`src/rtl/eth_pkt_pkg.sv`:
```
// Shared types and constants for the Ethernet packet FIFO read-side controller.
package eth_pkt_pkg;

  typedef enum logic [1:0] {
    IDLE      = 2'd0,
    START     = 2'd1,
    SEND      = 2'd2,
    WAIT_DONE = 2'd3
  } tx_state_t;

  localparam int WORD_BYTES    = 4;
  localparam int MAX_UDP_WORDS = 368;
  localparam int LVL_W         = 11;
  localparam int BYTE_NUM_W    = 16;

  // Word count to byte count: x4, zero-extended to the byte-count width.
  function automatic logic [BYTE_NUM_W-1:0] words_to_bytes(input logic [LVL_W-1:0] words);
    return {{(BYTE_NUM_W-LVL_W-2){1'b0}}, words, 2'b00};
  endfunction

endpackage

```
`src/rtl/eth_pkt_flush_timer.sv`:
```
// Idle timer: counts cycles while run is high, saturating at TIMEOUT_CYC-1.
// expired is a flop decode, so it is safe to feed back into the clear logic.
module eth_pkt_flush_timer #(
  parameter int TIMEOUT_CYC = 125000
) (
  input  logic rd_clk,
  input  logic rd_rst,
  input  logic run,
  input  logic clr,
  output logic expired
);

  localparam int CW = (TIMEOUT_CYC > 1) ? $clog2(TIMEOUT_CYC) : 1;
  localparam logic [CW-1:0] LAST = CW'(TIMEOUT_CYC - 1);

  logic [CW-1:0] cnt;

  always_ff @(posedge rd_clk or posedge rd_rst) begin
    if (rd_rst) begin
      cnt <= '0;
    end else if (clr) begin
      cnt <= '0;
    end else if (run && (cnt != LAST)) begin
      cnt <= cnt + 1'b1;
    end
  end

  assign expired = (cnt == LAST);

endmodule

```
`src/rtl/eth_pkt_tx_ctrl.sv`:
```
// Frames packet-FIFO contents into UDP payloads: full packets when enough data is
// queued, short packets after an idle timeout; words stream out on tx_req.
module eth_pkt_tx_ctrl
  import eth_pkt_pkg::*;
#(
  parameter int PKT_WORDS   = 256,
  parameter int TIMEOUT_CYC = 125000
) (
  input  logic                  rd_clk,
  input  logic                  rd_rst,
  input  logic [31:0]           fifo_rd_data,
  input  logic                  fifo_empty,
  input  logic [LVL_W-1:0]      fifo_rd_water_level,
  output logic                  fifo_rd_en,
  output logic                  tx_start_en,
  output logic [BYTE_NUM_W-1:0] tx_byte_num,
  input  logic                  tx_req,
  output logic [31:0]           tx_data,
  input  logic                  tx_done,
  output logic                  busy,
  output logic                  underrun,
  output logic [15:0]           pkt_cnt
);

  localparam logic [LVL_W-1:0] PKT_LEN = LVL_W'(PKT_WORDS);

  tx_state_t        state;
  logic [LVL_W-1:0] len;
  logic [LVL_W-1:0] word_cnt;
  logic             rd_en_q;
  logic [31:0]      data_hold;
  logic [15:0]      pkt_cnt_q;

  logic level_nz, level_full, timer_exp, go_full, go_flush, rd_en, last_rd, underrun_evt;

  assign level_nz   = |fifo_rd_water_level;
  assign level_full = (fifo_rd_water_level >= PKT_LEN);
  assign go_full    = (state == IDLE) && level_full;
  assign go_flush   = (state == IDLE) && level_nz && timer_exp;

  eth_pkt_flush_timer #(
    .TIMEOUT_CYC (TIMEOUT_CYC)
  ) u_flush_timer (
    .rd_clk  (rd_clk),
    .rd_rst  (rd_rst),
    .run     ((state == IDLE) && level_nz),
    .clr     ((state != IDLE) || !level_nz || go_full || go_flush),
    .expired (timer_exp)
  );

  assign rd_en        = (state == SEND) && tx_req && !fifo_empty && (word_cnt < len);
  assign last_rd      = rd_en && (word_cnt == (len - 1'b1));
  assign underrun_evt = tx_req && (((state == SEND) && fifo_empty) || (state == WAIT_DONE));

  assign fifo_rd_en = rd_en;
  assign pkt_cnt    = pkt_cnt_q;
  // FIFO data arrives the cycle after the read, which is exactly when the UDP engine
  // samples it; pass it through then and replay the captured word otherwise.
  assign tx_data    = rd_en_q ? fifo_rd_data : data_hold;

  always_ff @(posedge rd_clk or posedge rd_rst) begin
    if (rd_rst) begin
      state       <= IDLE;
      len         <= '0;
      word_cnt    <= '0;
      rd_en_q     <= 1'b0;
      data_hold   <= '0;
      pkt_cnt_q   <= '0;
      tx_start_en <= 1'b0;
      tx_byte_num <= '0;
      busy        <= 1'b0;
      underrun    <= 1'b0;
    end else begin
      tx_start_en <= 1'b0;
      rd_en_q     <= rd_en;
      if (rd_en_q) begin
        data_hold <= fifo_rd_data;
      end
      if (underrun_evt) begin
        underrun <= 1'b1;
      end

      case (state)
        IDLE: begin
          if (go_full || go_flush) begin
            len         <= go_full ? PKT_LEN : fifo_rd_water_level;
            tx_byte_num <= words_to_bytes(go_full ? PKT_LEN : fifo_rd_water_level);
            tx_start_en <= 1'b1;
            pkt_cnt_q   <= pkt_cnt_q + 1'b1;
            word_cnt    <= '0;
            busy        <= 1'b1;
            state       <= START;
          end
        end
        START: begin
          state <= SEND;
        end
        SEND: begin
          if (rd_en) begin
            word_cnt <= word_cnt + 1'b1;
          end
          // An early tx_done abandons the packet; unread words stay queued.
          if (tx_done) begin
            busy  <= 1'b0;
            state <= IDLE;
          end else if (last_rd) begin
            state <= WAIT_DONE;
          end
        end
        WAIT_DONE: begin
          if (tx_done) begin
            busy  <= 1'b0;
            state <= IDLE;
          end
        end
        default: begin
          busy  <= 1'b0;
          state <= IDLE;
        end
      endcase
    end
  end

endmodule
```
`config.mk`:
```
export PLATFORM = sky130hd
export DESIGN_NAME = eth_pkt_tx_ctrl
export DESIGN_NICKNAME = d
export VERILOG_FILES = /design/src/rtl/eth_pkt_pkg.sv /design/src/rtl/eth_pkt_flush_timer.sv /design/src/rtl/eth_pkt_tx_ctrl.sv
export SDC_FILE = /design/constraint.sdc
export NUM_CORES = 1
export LEC_CHECK = 0
export CAP_MARGIN = 20
export CORE_ASPECT_RATIO = 0.9
export CORE_UTILIZATION = 45
export DETAILED_ROUTE_END_ITERATION = 10
export GPL_TIMING_DRIVEN = 0
export PLACE_DENSITY = 0.82
export SYNTH_ARGS = -nofsm -noshare
export SYNTH_HDL_FRONTEND = slang
export SYNTH_SLANG_ARGS = --single-unit
```
`constraint.sdc`:
```
create_clock -name rd_clk -period 8.2 [get_ports rd_clk]
set_input_delay 1.64 -clock rd_clk [delete_from_list [all_inputs] [get_ports rd_clk]]
set_output_delay 1.64 -clock rd_clk [all_outputs]
set_load 0.03 [all_outputs]
```
## Yosys cells after proc, flatten, opt, wreduce, memory -nomap -nowiden

Cells that the tools add are included.

- Output and inout port bits: 68
- Bits of input ports: 48
- Register bits after elaboration: 93
- Word-level logic and storage cells: 72

- Reductions and logical operators: 28
- Add/sub/neg operators: 4
- Muxes and demuxes: 17
- Magnitude comparators: 2
- Equal/unequal tests: 11

Operators by type and width:

| operator | count |
|---|---|
| $mux 17 | 2 |
| $mux 11 | 3 |
| $mux 32 | 1 |
| $pmux 11 s2 | 1 |
| $add 17x1->17 const B | 1 |
| $eq 17x17->1 const B | 1 |
| $ne 17x17->1 const B | 1 |
| $add 16x1->16 const B | 1 |
| $add 11x1->11 const B | 1 |
| $eq 11x11->1 | 1 |
| $ge 11x9->1 const B | 1 |
| $lt 11x11->1 | 1 |
| $reduce_or 11->1 | 1 |
| $sub 11x1->11 const B | 1 |
| $logic_and 1x1->1 | 10 |
| $reduce_and 3->1 | 3 |
| $mux 2 | 4 |
| $pmux 2 s4 | 1 |
| $reduce_bool 2->1 | 4 |
| $logic_or 1x1->1 | 5 |
| $eq 2x2->1 const B | 2 |
| $mux 1 | 4 |
| $ne 2x1->1 const B | 2 |
| $ne 2x2->1 const B | 2 |
| 7 further kinds | 8 |

## Logic depth before layout (Yosys ltp)

Gate-level depths: netlist of run 1.

- Word-level depth: 8
- Gate-level depth with buffers: 11
- Mapped depth without buffers: 9

## Modules after synthesis

A second synthesis of run 1 with hierarchy kept.

- Cell total of the unflattened synthesis: 466
- Area, all modules: 4839.6 um^2

By module, submodules not included:

| module | times used | area each (um^2) | sequential area each (um^2) | cells each |
|---|---|---|---|---|
| eth_pkt_tx_ctrl | 1 | 3761.1 | 1901.8 | 353 |
| eth_pkt_flush_timer | 1 | 1078.5 | 425.4 | 113 |

## Worst setup path before layout of run 1

OpenSTA, ideal clock, no wires.

- Path kind: input -> output
- Start point: input port fifo_empty
- End point: output port fifo_rd_en
- Buffers on the path: 1
- Required time: 6560 ps
- Arrival time: 2761 ps
- Path slack: 3799 ps
- Cell stages on the path: 6
- Cell sequence: nor4b_1 nand2_1 a21oi_1 nand2_1 buf_2 inv_1

- Cells in the longest elaborated chain, start to end: 3

RTL lines:

| item | line | text |
|---|---|---|
| start, declared | eth_pkt_tx_ctrl.sv:12 | `input logic fifo_empty,` |
| $logic_not 1->1 | eth_pkt_tx_ctrl.sv:51 | `assign rd_en = (state == SEND) && tx_req && !fifo_empty && (word_cnt < len);` |
| $logic_and 1x1->1 (2 in a row) | eth_pkt_tx_ctrl.sv:51 |  |
| end, declared | eth_pkt_tx_ctrl.sv:14 | `output logic fifo_rd_en,` |

No other way between the ends.

## Worst setup path after layout of run 1

Same ends and word-level chain as after synthesis.

==> results of run 1 <==
==> worst paths after layout <==
| check | startpoint | end | slack, ns | cells after the start |
|---|---|---|---|---|
| max | fifo_empty | fifo_rd_en | 2.49 | 8 |
| min | underrun | underrun | 0.47 | 1 |
| max reg2reg | tx_byte_num[6] | word_cnt[5] | 5.06 | 10 |
| min reg2reg | underrun | underrun | 0.47 | 1 |
| max in group asynchronous | rd_rst | word_cnt[7] | 5.94 | 3 |
| min in group asynchronous | rd_rst | data_hold[13] | 1.63 | 2 |
==> cells by family (layout without fill, tap and decap cells) <==
kind of cell,after synthesis,count (layout),synth area share
AND/OR/NAND/NOR,154,154,0.184
multiplexers,35,35,0.0849
buffers and inverters,39,166,0.0375
AO/OA/AOI/OAI,41,41,0.0587
flip-flops,93,93,0.506
other,1,5,0.000815
XOR/XNOR,45,45,0.0873
adder cells (fa/ha/maj),15,15,0.0408
==> through the flow <==
stage                     power (mW)  setup slack, ns  std cells  hold WS, ns  area [um2]
final                           2.10             2.49        680        0.469        6190
after global routing            2.22             2.34        680        0.499        6190
after global placement          1.67             2.60        663        0.445        5870
after detailed placement        1.70             2.58        664        0.452        5900
after floorplan                 1.31             3.80        427        0.433        4620
after CTS                       2.11             2.51        680        0.472        6190
==> synth_stat cells, types with 7 or more instances <==
library cell	instances
a21oi_1	11
and3_1	10
dfrtp_1	93
ha_1	15
inv_1	19
mux2_2	32
nand2_1	26
nand3_1	31
nand4_1	10
nor2_1	34
nor3_1	7
o21ai_0	15
xnor2_1	24
xor2_1	20
==> sequential cells by signal, indices dropped and copies added (netlist names) <==
| name | flops |
|---|---|
| busy | 1 |
| data_hold | 32 |
| pkt_cnt | 16 |
| rd_en_q | 1 |
| state | 2 |
| tx_byte_num | 11 |
| tx_start_en | 1 |
| u_flush_timer.cnt | 17 |
| underrun | 1 |
| word_cnt | 11 |
==> metal layers <==
layer / part of all wire / vias to the layer above / GRT usage
li1: - / 1720 / -
met1: 0.40 / 1775 / 0.255
met2: 0.50 / 161 / 0.378
met3: 0.074 / 23 / 0.0434
met4: 0.021 / 0 / 0.0717
met5: 0 / - / 0
==> cell type report <==
cell class	count	share of cell area
tap	126	0.0254
buffer	19	0.0156
sequential	93	0.376
clock buffer	9	0.0364
multi-input combinational	295	0.342
inverter	20	0.0127
timing repair buffer	111	0.182
clock inverter	7	0.0105
==> power groups by stage <==
| stage | combinational [mW] | sequential, mW | clock, mW |
|---|---|---|---|
| after floorplan | 0.575 | 0.734 | 0 |
| after global placement | 0.996 | 0.671 | 0 |
| after detailed placement | 1.02 | 0.681 | 0 |
| after CTS | 1.03 | 0.673 | 0.413 |
| after global routing | 1.10 | 0.690 | 0.430 |
| final | 1.02 | 0.672 | 0.404 |
==> cell usage in the layout, fill, tap and decap left out, types with 4 or more instances in the layout <==
master           count
nand4_1             10
nand3_1             31
xor2_1              20
nor2_1              34
dfrtp_1             93
o31ai_1              4
a21oi_1             11
clkbuf_16            9
mux2_2              32
nand2_1             26
clkdlybuf4s50_1    110
xnor2_1             24
buf_4                5
conb_1               5
nor3_1               7
ha_1                15
or4_1                4
clkbuf_1             6
o21ai_0             15
and3_1              10
buf_2                5
nor4_1               6
inv_1               18
==> critical path, delay by kind of cell <==
| family | cells | cell delay [ns] |
|---|---|---|
| buffers and inverters | 4 | 1.51 |
| AND/OR/NAND/NOR | 3 | 0.54 |
| AO/OA/AOI/OAI | 1 | 0.37 |
==> results.py, run 1 <==
metrics = {
    "synthesis": {
        "yosys.area.top_type": "dfrtp_1",
        "synth_top_area_frac": 0.506,
        "synth_seq_cells": 93,
        "yosysUniqueCellTypes": 52,
        "synth_edf_count": 0,
        "ys_seq_area_frac": 0.506,
        "syn-instance-count": 423,
        "yosys_most_used_dff": "dfrtp_1",
        "synth.avg_cell_area_um2": 10.9,
        "synth_area_um2": 4600,
        "ys_top_cells_by_area": "dfrtp_1 51%, mux2_2 7.8%, xnor2_1 4.6%",
        "ys_warn_count": 0,
        "async_flop_share": 1.00,
    },
    "clock_network": {
        "cts-resized-gates": 0,
        "cts.sinks": 93,
        "root_buffer": "clkbuf_16",
        "cts_tree": "done",
        "cts_setup_buffers": 0,
        "cts_hold_buf": 0,
        "clk_pin_slew_ns": 0.07,
        "worstSkewPairLatency_ns": 0.34,
        "cts_buffers": 9,
        "clockBufferDepth": 2,
        "htreeDepth": 3,
    },
    "floorplan": {
        "floorplan.initialDensity": 0.470,
        "io_pins": 116,
        "core_area_um2": 9780,
        "rows": 34,
        "die_h_um": 97.9,
        "die_w_um": 109,
        "design.die.area_um2": 10600,
    },
    "route": {
        "ant_nets": 0,
        "routed_wirelength_um": 10800,
        "vias": 3679,
        "vias_per_cell": 5.41,
        "wl_per_cell_um": 15.9,
        "drtIter0Drc": 149,
        "route.detailed.drc": 0,
        "dr.pass1.iters": 4,
    },
    "setup_path": {
        "path_cells": "clkdlybuf4s50_1 -> nor4b_1 -> nand2_1 -> a21oi_1 -> nand2_1 -> buf_2 -> inv_1 -> clkdlybuf4s50_1",
        "max_stage_delay_ns": 0.71,
        "crit_path_start_kind": "primary input",
        "crit_type": "primary input to output port",
        "critPathMaxFanout": 10,
        "worstSetupEndpointType": "output port",
        "cp_slowest_cell": "clkdlybuf4s50_1",
        "crit_arrival_ns": 4.07,
        "critPathRequiredTime_ns": 6.56,
    },
    "global_route": {
        "grt_pass1_wl_um": 17800,
        "grtUsageTotal": 0.213,
        "antenna_found_initial": 0,
        "grt_max_degree": 68,
        "grt_pass1_vias": 3781,
        "grt_overflow": 0,
    },
    "pwr": {
        "netSwitchingFraction": 0.413,
        "seq_power_share": 0.320,
        "pwr-share-comb": 0.487,
        "power_leakage_nw": 2.62,
        "clkPwrFrac": 0.193,
        "p_int_mw": 1.23,
        "powerDensity_nw_per_um2": 338,
        "netSwitchingPower_mw": 0.866,
        "peakVddDrop_uv": 226,
    },
    "cells_and_area": {
        "num-fill-cells": 791,
        "register_area_um2": 2330,
        "multiInputGateArea_um2": 2120,
        "finalCoreUtilization": 0.633,
        "nNetsFinal": 612,
        "diodes": 0,
        "syn_to_final_growth_pct": 34.6,
        "drive_gt1_frac": 0.132,
    },
    "timing": {
        "relSlewSlack": 0.469,
        "slew_violations": 0,
        "setup_viol": 0,
        "min_period_over_period": 0.696,
        "worst_clock_skew_ns": 0.00503,
        "setup_tns_ns": 0,
        "rsz0062_at_grt": "false",
        "finalHoldViolCount": 0,
        "fmax_ghz": 0.175,
        "period_minus_slack_ns": 5.71,
        "tightest_slew_ns": 0.789,
    },
    "flow_run": {
        "drv_cap": 0,
    },
    "placed_design": {
        "dp_hpwl_um": 8130,
        "gp_congestion": 0.857,
        "port_buffers": 110,
    },
    "outcome": {
        "status": "finished, final reports clean",
    },
    "min_path": {
        "hold_path.class": "flip-flop to flip-flop",
    },
}
(Power assumes the default switching activity.)
==> inputs of run 2 (changes only) <==
Clock period 8.2 ns to 5.9 ns, I/O delays scaled along.
==> results of run 2 <==
The final DEF is identical to that of run 1. Status: finished, final reports clean.
Main changes from that run: setup slack after placement 2.58 ns -> 1.20 ns; setup slack after layout 2.49 ns -> 1.11 ns; register-to-register setup slack 5.06 ns -> 2.76 ns; total power 2.10 mW -> 2.91 mW; worst IR drop on VDD 226 uV -> 314 uV
